$ cat config.mk
export PLATFORM = sky130hd
export DESIGN_NAME = img_out_streamer
export DESIGN_NICKNAME = d
export VERILOG_FILES = /design/src/rtl/dsa_pkg.sv /design/src/rtl/pix_fifo.sv /design/src/rtl/img_out_streamer.sv
export SDC_FILE = /design/constraint.sdc
export NUM_CORES = 1
export LEC_CHECK = 0
export ABC_AREA = 1
export CAP_MARGIN = 5
export CORE_MARGIN = 2
export CORE_UTILIZATION = 34
export CTS_BUF_LIST = sky130_fd_sc_hd__clkbuf_16
export DETAILED_ROUTE_END_ITERATION = 7
export DONT_BUFFER_PORTS = 1
export PLACE_DENSITY = 0.46
export SYNTH_ARGS = -nofsm -noshare
export SYNTH_HDL_FRONTEND = slang
export SYNTH_SLANG_ARGS = --single-unit
$ cat constraint.sdc
create_clock -name clk_50 -period 7.3 [get_ports clk_50]
set_clock_uncertainty 0.15 [all_clocks]
set_input_delay 2.19 -clock clk_50 [delete_from_list [all_inputs] [get_ports clk_50]]
set_output_delay 2.19 -clock clk_50 [all_outputs]
set_load 0.02 [all_outputs]
$ cat src/rtl/dsa_pkg.sv
// rtl/dsa_pkg.sv - shared types and constants for the output-image streamer
package dsa_pkg;

    localparam int PIX_W = 8;
    localparam int TAG_W = PIX_W + 2;

    typedef logic [15:0] dim_t;

    typedef enum logic [2:0] {
        IDLE,
        CHECK,
        RUN,
        DRAIN,
        FIN
    } stream_state_t;

endpackage

$ cat src/rtl/pix_fifo.sv
// rtl/pix_fifo.sv - small pixel FIFO with combinational head read
module pix_fifo #(
    parameter int DEPTH = 2,
    parameter int WIDTH = 10
) (
    input  logic                         clk,
    input  logic                         rst_n,
    input  logic                         push,
    input  logic                         pop,
    input  logic [WIDTH-1:0]             wdata,
    output logic [WIDTH-1:0]             rdata,
    output logic                         full,
    output logic                         empty,
    output logic [$clog2(DEPTH+1)-1:0]   count
);

    localparam int CW = $clog2(DEPTH + 1);
    localparam int PW = (DEPTH > 1) ? $clog2(DEPTH) : 1;

    logic [WIDTH-1:0] mem [DEPTH];
    logic [PW-1:0]    wr_ptr;
    logic [PW-1:0]    rd_ptr;
    logic             do_push;
    logic             do_pop;

    // Pointers wrap explicitly so DEPTH need not be a power of two.
    function automatic logic [PW-1:0] bump(input logic [PW-1:0] p);
        return (p == PW'(DEPTH - 1)) ? '0 : p + PW'(1);
    endfunction

    assign full    = (count == CW'(DEPTH));
    assign empty   = (count == '0);
    assign rdata   = mem[rd_ptr];
    assign do_pop  = pop && !empty;
    assign do_push = push && (!full || do_pop);

    always_ff @(posedge clk) begin
        if (!rst_n) begin
            wr_ptr <= '0;
            rd_ptr <= '0;
            count  <= '0;
        end else begin
            if (do_push) wr_ptr <= bump(wr_ptr);
            if (do_pop)  rd_ptr <= bump(rd_ptr);
            if (do_push && !do_pop)
                count <= count + CW'(1);
            else if (!do_push && do_pop)
                count <= count - CW'(1);
        end
    end

    always_ff @(posedge clk) begin
        if (do_push) mem[wr_ptr] <= wdata;
    end

endmodule

$ cat src/rtl/img_out_streamer.sv
// rtl/img_out_streamer.sv - streams a w*h frame from output BRAM as a pixel stream
module img_out_streamer
    import dsa_pkg::*;
#(
    parameter int AW     = 12,
    parameter int FIFO_D = 2
) (
    input  logic             clk_50,
    input  logic             rst_n,
    input  logic             start,
    input  dim_t             out_w,
    input  dim_t             out_h,
    output logic             busy,
    output logic             done,
    output logic             err_size,
    output logic [AW-1:0]    mem_raddr,
    input  logic [PIX_W-1:0] mem_rdata,
    output logic             m_valid,
    input  logic             m_ready,
    output logic [PIX_W-1:0] m_data,
    output logic             m_eol,
    output logic             m_last
);

    localparam int          CW      = $clog2(FIFO_D + 1);
    localparam logic [32:0] MAX_PIX = 33'd1 << AW;

    stream_state_t state, state_next;

    dim_t          w_q, h_q;
    dim_t          col, row;
    logic [AW-1:0] rd_addr;
    logic [AW-1:0] raddr_q;
    logic          inflight;
    logic          tag_eol, tag_last;

    logic [31:0]   total;
    logic          size_bad;
    logic          cur_eol, cur_last;
    logic          issue, pop, credit_ok;

    logic [TAG_W-1:0] fifo_head;
    logic             fifo_full, fifo_empty;
    logic [CW-1:0]    fifo_count;

    assign total    = 32'(w_q) * 32'(h_q);
    assign size_bad = (total == '0) || ({1'b0, total} > MAX_PIX);

    assign cur_eol  = (col == w_q - 16'd1);
    assign cur_last = cur_eol && (row == h_q - 16'd1);

    assign pop = m_valid && m_ready;

    // A slot freed by a same-cycle pop counts as free; without it a 2-deep
    // buffer could not sustain one pixel per cycle.
    assign credit_ok = (int'(fifo_count) + int'(inflight)) < (FIFO_D + int'(pop));
    assign issue     = (state == RUN) && credit_ok && (!fifo_full || pop);

    assign mem_raddr = issue ? rd_addr : raddr_q;

    assign m_valid = !fifo_empty;
    assign m_data  = m_valid ? fifo_head[PIX_W-1:0] : '0;
    assign m_eol   = m_valid && fifo_head[PIX_W];
    assign m_last  = m_valid && fifo_head[PIX_W+1];

    assign busy = (state == CHECK) || (state == RUN) || (state == DRAIN);
    assign done = (state == FIN);

    always_comb begin
        state_next = state;
        case (state)
            IDLE:    if (start) state_next = CHECK;
            CHECK:   state_next = size_bad ? FIN : RUN;
            RUN:     if (issue && cur_last) state_next = DRAIN;
            DRAIN:   if (fifo_empty && !inflight) state_next = FIN;
            FIN:     state_next = IDLE;
            default: state_next = IDLE;
        endcase
    end

    always_ff @(posedge clk_50) begin
        if (!rst_n) begin
            state    <= IDLE;
            w_q      <= '0;
            h_q      <= '0;
            col      <= '0;
            row      <= '0;
            rd_addr  <= '0;
            raddr_q  <= '0;
            inflight <= 1'b0;
            tag_eol  <= 1'b0;
            tag_last <= 1'b0;
            err_size <= 1'b0;
        end else begin
            state    <= state_next;
            inflight <= issue;

            if (state == IDLE && start) begin
                w_q      <= out_w;
                h_q      <= out_h;
                err_size <= 1'b0;
            end

            if (state == CHECK) begin
                rd_addr <= '0;
                col     <= '0;
                row     <= '0;
                if (size_bad) err_size <= 1'b1;
            end

            // Tags travel alongside the read so they land with its data.
            if (issue) begin
                raddr_q  <= rd_addr;
                rd_addr  <= rd_addr + AW'(1);
                tag_eol  <= cur_eol;
                tag_last <= cur_last;
                if (cur_eol) begin
                    col <= '0;
                    row <= row + 16'd1;
                end else begin
                    col <= col + 16'd1;
                end
            end
        end
    end

    pix_fifo #(
        .DEPTH (FIFO_D),
        .WIDTH (TAG_W)
    ) u_fifo (
        .clk   (clk_50),
        .rst_n (rst_n),
        .push  (inflight),
        .pop   (pop),
        .wdata ({tag_last, tag_eol, mem_rdata}),
        .rdata (fifo_head),
        .full  (fifo_full),
        .empty (fifo_empty),
        .count (fifo_count)
    );

endmodule

==> reports/qor.yml <==
status: "finished, final reports clean"
rsz0062_at_grt: "false"
synth_area_leaders: "fa_1 25%, nand2_1 15%, dfxtp_1 13%, inv_1 11%, ha_1 8.9%"
holdPathStages: 1
wl_per_cell_um: 16.7
dr.pass1.iters: 5
cp_slowest_cell: "dfxtp_1"
cts_setup_buffers: 0
clock_path_buffers: 2
dp_hpwl_um: 38700
antenna_cells: 0
period_minus_slack_ns: 6.78
hold_slack_ns: 0.315
path_clk_slew_ns: 0.06
fp-row-count: 78
die_w_um: 219
fin_cells: 2826
io_buffers: 0
grt_usage: 0.204
critPathMaxStageDelay_ns: 0.63
crit_type: "flop to flop"
synth_top_area_frac: 0.246
critical_path.most_common_cell: "nand2_1"
routed_wl_um: 47100
dieArea_sq_um: 48100
critPathMaxFanout: 10
synth_edf_count: 20
hp-class: "flop to flop"
path_buf_inv: 6
grt-ovfl-total: 0
die_y_um: 219
end_kind: "flop"
slew_headroom: 0.352
finalHoldViolCount: 0
via_count: 13547
synth_top_cell_by_area: "fa_1"
power.leakage_nw: 8.65
p_per_area_nw_per_um2: 196
cts_buffers: 17
antenna_found_initial: 0
cts_resized: 0
antenna_left: 0
maxCapViolations: 0
final_layout_size_suffix_gt1_frac: 0.0575
syn_to_final_growth_pct: 8.99
r2r_cells: 29
yosysMostFrequentCell: "nand2_1"
drcViolationCount: 0
yosysWarnings: 0
root_buffer: "clkbuf_16"
gp_congestion: 0.881
cp.arrival_ns: 6.96
worstSkewPairLatency_ns: 0.44
cts_tree: "built"
placedCellCount: 2794
h-tree-depth: 4
critPathTopFamily: "adder cells"
nNetsFinal: 2563
setup_viol: 0
clock-sinks: 120
cp.depth: 29
cp.required_ns: 7.48
hold_buffers: 0
power_w: 0.00337
worst_pin_slew_ns: 0.968
fin_crit_sh: 0.929
synth_ff_type: "dfxtp_1"
grt_pass1_vias: 13702
grt_max_degree: 66
synth.avg_cell_area_sq_um: 7.07
netlist-cell-type-count: 52
worstSetupStartpointType: "flop"
synth_nets: 2580
final_max_slew_viol_count: 0
start_util: 0.346
tns_ns: 0
netlist_instances: 2230
viasPerCell: 4.79
drt-initial-drc-count: 707
ys_seq_elements: 120
core_sq_um: 45600
ir_drop_uv: 159
synth_commonest_cells: "647 x nand2_1, 482 x inv_1, 194 x fa_1"
io_pins: 70
ys_seq_area_frac: 0.165
fmax_ghz: 0.148
ys_async_sr_fraction: 0
syn_area_sq_um: 15800
grt_pass1_wl_um: 75300
cell usage in the layout, fill, tap and decap left out, types with 10 or more instances in the layout:
cell / n
o21ai_0: 64
xor2_1: 40
dfxtp_1: 99
buf_4: 54
nand4_1: 18
clkbuf_16: 17
inv_1: 482
a21oi_1: 103
ha_1: 112
nor2_1: 149
edfxtp_1: 20
nand3_1: 84
fa_1: 194
xnor2_1: 16
nor3_1: 22
or2_2: 10
nand2_1: 647
sequential cells by signal, summed over array words and instances (netlist names), 2 cells and up, named ones only:
| register | count |
|---|---|
| u_fifo.mem | 20 |
| col | 16 |
| h_q | 16 |
| row | 16 |
| w_q | 16 |
| raddr_q | 12 |
| rd_addr | 12 |
| state | 3 |
| u_fifo.count | 2 |
routing by layer:
metal / global-route usage / vias to the layer above / share of wire
met1: 0.299 / 6616 / 0.51
met2: 0.325 / 233 / 0.45
met4: 0.0414 / 0 / 0.013
li1: - / 6660 / -
met5: 0 / - / 0
met3: 0.0183 / 38 / 0.030
where the power goes:
part	leakage, nW	internal [W]	total [W]	switching, W
combinational	7.34	0.000592	0.00166	0.00107
sequential	0.996	0.000698	0.000783	0.0000851
clock	0.307	0.000552	0.000925	0.000372
through the flow:
step                      area (sq um)   util  worst slack, ns
final                            17200  0.377            0.521
after global placement           16600  0.363            0.475
after floorplan                  15800      -             1.30
after CTS                        17200  0.377            0.441
after detailed placement         16600  0.363            0.466
after global routing             17200  0.377           0.0559
path summary, 6_finish.rpt:
kind | end | from | slack, ns
setup / recovery | state[2] | h_q[3] | 0.52
hold reg to reg | flop | u_fifo.rd_ptr | 0.31
hold / removal | flop | u_fifo.rd_ptr | 0.31
setup reg to reg | state[2] | h_q[3] | 0.52
cells by family (layout without fill, tap and decap cells):
family | Yosys count | after routing | synth area share
adder cells (fa/ha/maj) | 306 | 306 | 0.335
XOR/XNOR | 59 | 59 | 0.0350
AO/OA/AOI/OAI | 196 | 196 | 0.0675
buffers and inverters | 584 | 580 | 0.144
flip-flops | 120 | 120 | 0.165
AND/OR/NAND/NOR | 965 | 965 | 0.254
layout make-up:
type,count,area [sq um]
fillers,4821,28400
multi-input cells,1526,10900
flip-flops and latches,120,2600
inverters,492,1850
well taps,600,751
repair buffers,56,445
clock buffers,17,425
clock inverters,15,204
Note: power is estimated with default switching activity, not from simulation.
